[src/rtl/tt_um_vga_example.sv]
// 640x480 VGA timing generator with an animated 8-fold-symmetric "mandala" pattern.
// One pixel per clk; all outputs registered so sync and colour stay aligned.
//
// Ports:
//   clk      pixel clock
//   rst_n    synchronous active-low reset
//   ena      design enable (ignored)
//   ui_in    [0]=pause animation, [2:1]=pattern mode, [7:3] unused
//   uio_in   unused
//   uo_out   TinyVGA PMOD: {HSYNC, B0, G0, R0, VSYNC, B1, G1, R1}
//   uio_out  tied 0
//   uio_oe   tied 0 (all bidirectionals are inputs)
module tt_um_vga_example (
  input  logic [7:0] ui_in,
  output logic [7:0] uo_out,
  input  logic [7:0] uio_in,
  output logic [7:0] uio_out,
  output logic [7:0] uio_oe,
  input  logic       ena,
  input  logic       clk,
  input  logic       rst_n
);

  localparam logic [9:0] HActive    = 10'd640;
  localparam logic [9:0] HSyncStart = 10'd656;
  localparam logic [9:0] HSyncEnd   = 10'd751;
  localparam logic [9:0] HLast      = 10'd799;
  localparam logic [9:0] VActive    = 10'd480;
  localparam logic [9:0] VSyncStart = 10'd490;
  localparam logic [9:0] VSyncEnd   = 10'd491;
  localparam logic [9:0] VLast      = 10'd524;

  logic [9:0] hpos_q, hpos_d;
  logic [9:0] vpos_q, vpos_d;
  logic [7:0] frame_q, frame_d;
  logic [7:0] uo_d;

  logic [9:0] dx, dy, a, b, ring;
  logic [5:0] idx, p, c, rgb;
  logic       hsync_n, vsync_n, active;

  // Counter next-state
  always_comb begin
    hpos_d  = hpos_q + 10'd1;
    vpos_d  = vpos_q;
    frame_d = frame_q;
    if (hpos_q == HLast) begin
      hpos_d = 10'd0;
      vpos_d = (vpos_q == VLast) ? 10'd0 : vpos_q + 10'd1;
      // Pause freezes only the animation; raster timing keeps running.
      if ((vpos_q == VLast) && !ui_in[0]) begin
        frame_d = frame_q + 8'd1;
      end
    end
  end

  // Pattern: distance-like ring index from screen centre plus XOR texture,
  // both symmetric under x/y mirroring and x<->y swap.
  always_comb begin
    dx   = (hpos_q >= 10'd320) ? hpos_q - 10'd320 : 10'd319 - hpos_q;
    dy   = (vpos_q >= 10'd240) ? vpos_q - 10'd240 : 10'd239 - vpos_q;
    a    = (dx >= dy) ? dx : dy;
    b    = (dx >= dy) ? dy : dx;
    ring = a + {1'b0, b[9:1]};
    idx  = ring[7:2] + frame_q[5:0];
    p    = a[5:0] ^ b[5:0];
    c    = 6'd0;
    unique case (ui_in[2:1])
      2'b00: c = idx ^ p;
      2'b01: c = idx;
      2'b10: c = p;
      2'b11: c = ~(idx ^ p);
      default: c = 6'd0;
    endcase
  end

  always_comb begin
    hsync_n = !((hpos_q >= HSyncStart) && (hpos_q <= HSyncEnd));
    vsync_n = !((vpos_q >= VSyncStart) && (vpos_q <= VSyncEnd));
    active  = (hpos_q < HActive) && (vpos_q < VActive);
    rgb     = active ? c : 6'd0;
    // rgb = {R1, R0, G1, G0, B1, B0}
    uo_d    = {hsync_n, rgb[0], rgb[2], rgb[4], vsync_n, rgb[1], rgb[3], rgb[5]};
  end

  always_ff @(posedge clk) begin
    if (!rst_n) begin
      hpos_q  <= 10'd0;
      vpos_q  <= 10'd0;
      frame_q <= 8'd0;
      uo_out  <= 8'h88;
    end else begin
      hpos_q  <= hpos_d;
      vpos_q  <= vpos_d;
      frame_q <= frame_d;
      uo_out  <= uo_d;
    end
  end

  assign uio_out = 8'h00;
  assign uio_oe  = 8'h00;

  logic unused_ok;
  assign unused_ok = &{1'b0, ena, uio_in, ui_in[7:3]};

endmodule

[config.mk]
export PLATFORM = sky130hd
export DESIGN_NAME = tt_um_vga_example
export DESIGN_NICKNAME = d
export VERILOG_FILES = /design/src/rtl/tt_um_vga_example.sv
export SDC_FILE = /design/constraint.sdc
export NUM_CORES = 1
export LEC_CHECK = 0
export ABC_CLOCK_PERIOD_IN_PS = 9320
export CORE_MARGIN = 5
export CORE_UTILIZATION = 62
export CTS_BUF_LIST = sky130_fd_sc_hd__clkbuf_2 sky130_fd_sc_hd__clkbuf_4 sky130_fd_sc_hd__clkbuf_8
export CTS_CLUSTER_SIZE = 30
export DETAILED_ROUTE_END_ITERATION = 8
export PLACE_DENSITY = 0.92
export SYNTH_ARGS = -nofsm -noshare
export SYNTH_HDL_FRONTEND = slang
export SYNTH_SLANG_ARGS = --single-unit
[constraint.sdc]
create_clock -name clk -period 9.32 [get_ports clk]
set_clock_uncertainty 0.05 [all_clocks]
set_input_delay 1.864 -clock clk [delete_from_list [all_inputs] [get_ports clk]]
set_output_delay 1.864 -clock clk [all_outputs]
set_load 0.02 [all_outputs]
After elaboration in Yosys (flattened, before gate mapping)
Cells that the tools add are included.
W data, S select, Z words.
{"block": "word_totals", "register_bits": 36, "inputBits": 19, "out_inout_bits": 24, "elab_cells": 49}
{"block": "op_classes", "n_addsub": 9, "magnitude_cmp": 9, "n_eq_ne": 5, "muxes": 6, "bitwise": 4, "reduce_logical": 11}
{"operator": "$mux W10", "n": 3}
{"operator": "$pmux W6 S4", "n": 1}
{"operator": "$add A10 B1 Y10 const B", "n": 2}
{"operator": "$eq A10 B10 Y1 const B", "n": 2}
{"operator": "$ge A10 B9 Y1 const B", "n": 2}
{"operator": "$xor A6 B6 Y6", "n": 2}
{"operator": "$ge A10 B10 Y1", "n": 1}
{"operator": "$ge A10 B10 Y1 const B", "n": 1}
{"operator": "$ge A10 B8 Y1 const B", "n": 1}
{"operator": "$le A10 B10 Y1 const B", "n": 1}
{"operator": "$le A10 B9 Y1 const B", "n": 1}
{"operator": "$lt A10 B10 Y1 const B", "n": 1}
{"operator": "$lt A10 B9 Y1 const B", "n": 1}
{"operator": "$sub A10 B8 Y10 const B", "n": 1}
{"operator": "$sub A10 B9 Y10 const B", "n": 1}
{"operator": "$sub A8 B10 Y10 const A", "n": 1}
{"operator": "$sub A9 B10 Y10 const A", "n": 1}
{"operator": "$mux W9", "n": 1}
{"operator": "$add A8 B1 Y8 const B", "n": 1}
{"operator": "$add A8 B8 Y8", "n": 1}
{"operator": "$mux W8", "n": 1}
{"operator": "$add A6 B6 Y6", "n": 1}
{"operator": "$not A6 Y6", "n": 1}
{"operator": "$eq A2 B2 Y1 const B", "n": 2}
{"operator": "other kinds (7)", "n": 13}

Depth between registers and ports, before layout
{"block": "logic_depth", "ltp_word": 9, "mapped_depth": 33, "depth_no_buf": 31}

Worst setup path before layout
OpenSTA, ideal clock, no wires.
{"block": "synth_timing", "kind": "reg2reg", "from": "register hpos_q[7]", "to": "register uo_out[0]", "arrival_ps": 5985, "slack_ps": 3207, "path_stages_with_launch": 33, "path_buffers": 2, "period_less_slack_ps": 6113, "path_cell_list": "dfxtp_1 -> inv_1 -> ha_1 -> and4bb_2 -> a311oi_4 -> xnor2_1 -> inv_1 -> ha_1 -> nand4_1 -> o21bai_1 -> nor2_1 -> a32o_2 -> or2_1 -> buf_4 -> clkbuf_1 -> nor2_1 -> a21oi_1 -> ha_1 -> a21oi_1 -> o21ai_0 -> o311a_1 -> nor2_1 -> xnor2_1 -> ha_1 -> a21o_1 -> a21oi_1 -> o21bai_1 -> a21oi_1 -> xnor2_1 -> xor2_1 -> xnor2_1 -> or4_1 -> o211ai_1"}
{"block": "synth_between", "elab_chain_cells": 9}
{"item": "start, declared", "line_no": "33", "source": "logic [9:0] hpos_q, hpos_d;"}
{"item": "start signal, assigned", "line_no": "93", "source": "hpos_q <= hpos_d;"}
{"item": "$sub A9 B10 Y10 (tied with other cells)", "line_no": "60", "source": "dx = (hpos_q >= 10'd320) ? hpos_q - 10'd320 : 10'd319 - hpos_q;"}
{"item": "$mux W10", "line_no": "60"}
{"item": "$ge A10 B10 Y1", "line_no": "62, 63"}
{"item": "$mux W8 / $mux W9 (equally long branches)", "line_no": "62, 63"}
{"item": "$add A8 B8 Y8", "line_no": "64", "source": "ring = a + {1'b0, b[9:1]};"}
{"item": "$add A6 B6 Y6", "line_no": "65", "source": "idx = ring[7:2] + frame_q[5:0];"}
{"item": "$xor A6 B6 Y6", "line_no": "69, 72"}
{"item": "$not A6 Y6", "line_no": "72", "source": "2'b11: c = ~(idx ^ p);"}
{"item": "$pmux W6 S4", "line_no": "68", "source": "unique case (ui_in[2:1])"}
{"item": "end signal, assigned", "line_no": "96", "source": "uo_out <= uo_d;"}
{"item": "end, declared", "line_no": "15", "source": "output logic [7:0] uo_out,"}
Parallel ways exist; a longest one is shown, timed or not.
A chain may end at the register's enable or synchronous reset.

Worst setup path in the final report
Same ends and word-level chain as after synthesis.

==> impl_results.md <==
- Internal power: between 0.2 and 0.25 mW
- Yosys top cell by area: dfxtp_1
- Worst slack at placement: 2520 ps
- Die height: approximately 81 um
- CP max-delay cell: a311oi_4
- Synth warn: 0
- Hold crit path type: reg -> reg
- Post-CTS Setup Bufs: 0
- Rel. slew slack: between 60% and 70%
- Routed len/inst: ~14 um
- Non-filler cells, final: ~460
- Worst Slack Setup Final: 2400 ps
- Commonest cells post-synth: nor2_1, dfxtp_1, ha_1
- Avg Vias per Cell: between 5 and 6
- Largest net degree at the start of global routing: 16
- Netlist Area Pre-Place: 0.00310 mm2
- GP Congestion: roughly 0.93
- Post-synthesis async set-or-reset flop share: 0%
- Grt ovf: 0
- Area growth from synthesis to layout: 4.89%
- Worst Path Required: 9480 ps
- Final wirelength: around 6400 um
- Post-route ant nets: 0
- Row count: 25
- Post-synth top flop: dfxtp_1
- First DRT Iteration DRCs: between 100 and 150
- Flop pwr share: 50.5%
- GRT Total Usage: roughly a fifth
- Hold EP: hpos_q[0]$_SDFF_PP0_
- Resized Gates After CTS: 0
- DIE WIDTH: a little over 80 um
- Vias in the first global route: about 2500
- Setup TNS: 0 ps
- Pre-antenna DRT Iters: 4
- Number of clock sinks: 34
- DP HPWL: between 5000 and 6000 um
- Worst setup SP type: register
- Fin area: around 0.0033 mm2
- RSZ-0062 raised after global routing: no
- Antenna cells: 0
- Post-cts hold buffer count: 0
- Syn avg cell area: approximately 8.0 um2
- Count leader, synth: nor2_1
- Clock Tree Buf Depth: 2
- Area of the die: around 0.0065 mm2
- Num CTS Buffers: 5
- Cells after Synth: roughly 390
- Area occupied by multi-input gates: approximately 0.0022 mm2
- Switch share: a little over a quarter
- FMAX: 145 MHz
- Max VDD drop: around 75 uV
- Clock power share: 36.1%
- Starting Density: 64.8%
- H-tree depth: 2
- Core area: roughly 0.0048 mm2
- Inst Count DP: 452
- Pleak: ~1.4 nW
- R2R Path Start: hpos_q[7]$_SDFF_PP0_
- CTS tree: done
- Critical Path Start: hpos_q[7]$_SDFF_PP0_
- Max_cap viols: 0
- Number of synthesized flops with an enable pin: 0
- Final net count: 445
- Reg2Reg Setup Slack: between 2000 and 2500 ps
- Fin util: roughly 68%
- Setup-failing EPs final: 0
- Status: completed
- Critical Path AT: a little over 7000 ps
- Filler cells: about 430
- Worst-case reg-to-reg path depth: 30
- Worst setup EP type: register
- Area after DPL: between 0.003 and 0.004 mm2
- First-pass GRT wire length: between 10000 and 15000 um
- Clk root buf: clkbuf_8
- Top Ports: 43
- Power, Total: between 0.2 and 0.3 mW
- R2r endpoint: uo_out[0]$_SDFF_PN0_
- Crit-path max FO: 13
- Number of synthesized register bits: 34
- P_sw: 0.0800 mW
- Clock Pin Slew Worst Setup and Hold Paths: about 70 ps
- Sequential fraction of the synthesis area: between 20% and 30%
- FF+latch area: just under 700 um2
- Min Tclk post-route: about 6900 ps
- Synth area leaders: dfxtp_1, ha_1, xnor2_1
- Final Hold Fails: 0
- Vias post-DR: between 2000 and 3000
- Worst path max stage delay: 540 ps
- Min Hold Slack: around 440 ps
- Layout cells sized above 1: 5.87%
- Tightest Pin Transition: around 570 ps
- Max Slew Vio Count: 0
- Critical path type: reg -> reg
- Tcrit/Tclk final: 74.2%
- DRC viols: 0
- Hold_sp: hpos_q[0]$_SDFF_PP0_
- Post-synth cell types: 56
- Initial antenna violation count: 0
- Top cell type's share of synthesized area: a little over a fifth
- Hold Path Depth: 1
- Port Buffers: 12
- Clock latency on the worst-skew pair: a little under 300 ps
- Pwr dens: a little over 90 mW/mm2
- Combinational share of power: a little over an eighth
==> cell usage in the layout (no fill, tap or decap), types with 3 or more instances in the layout <==
cell type and count:
clkbuf_8 5, a211oi_1 6, inv_1 17, nor2b_1 5, xnor2_1 32, clkdlybuf4s50_1 12, nor2_1 49, or2_2 4
nand4_1 4, a21oi_1 20, o21bai_1 3, nand3_1 13, conb_1 16, xor2_1 13, nand2_1 28, or3_1 3
ha_1 33, and3_1 5, mux2i_1 12, and2_1 9, o21ai_0 24, o211ai_1 3, nor3_1 8, dfxtp_1 34
==> worst max path at each step <==
stage                                      end  slack [ps]  cells past startpoint
after floorplan           uo_out[0]$_SDFF_PN0_        3210                     32
after global placement    uo_out[0]$_SDFF_PN0_        2680                     30
after detailed placement  uo_out[0]$_SDFF_PN0_        2520                     30
after CTS                 uo_out[0]$_SDFF_PN0_        2430                     30
after global routing      uo_out[0]$_SDFF_PN0_        1930                     30
final                     uo_out[0]$_SDFF_PN0_        2400                     30
==> sequential cells by signal (all words and copies together) (netlist names) <==
| register | flops |
|---|---|
| frame_q | 6 |
| vpos_q | 10 |
| hpos_q | 10 |
| uo_out | 8 |
==> kinds of logic (layout without fill, tap and decap cells) <==
family / count (synthesis) / in the layout / share of synthesized area (%)
flops: 34 / 34 / 22.0
mux: 12 / 12 / 3.88
simple gates: 143 / 143 / 22.8
fa+ha+maj: 34 / 34 / 14.0
buf+inv: 46 / 36 / 8.28
xor+xnor: 46 / 46 / 13.2
compound gates: 71 / 71 / 15.7
other cells: 1 / 16 / 0.121
==> worst max-delay path, delay by kind of cell, from the launching register on <==
family	cells	cell delay, ps
compound gates	12	2360
xor+xnor	5	1040
fa+ha+maj	4	1060
buf+inv	2	210
flops	1	450
simple gates	7	1660
==> power groups by stage <==
stage	clock [mW]	sequential [mW]	combinational [mW]
global route	0.117	0.150	0.0440
floorplan	0	0.156	0.0306
finish	0.107	0.150	0.0398
CTS	0.109	0.150	0.0396
detailed placement	0	0.154	0.0391
global placement	0	0.153	0.0380
==> cell type report <==
type	count	area share [%]
clock buffers	6	2.35
clock inverters	1	0.231
inverters	17	1.96
multi-input cells	322	68.2
flip-flops and latches	34	20.9
well taps	67	2.58
repair buffers	12	3.70
==> per-layer routing <==
layer	vias up	routed length, um	global-route usage, %	share of wire, %
met5	-	0	0	0
met4	0	132	7.09	2.1
met3	12	334	4.04	5.2
met2	70	3150	36.3	49
met1	1200	2760	24.8	43
li1	1312	-	-	-
Power figures use the tool's default switching activity.
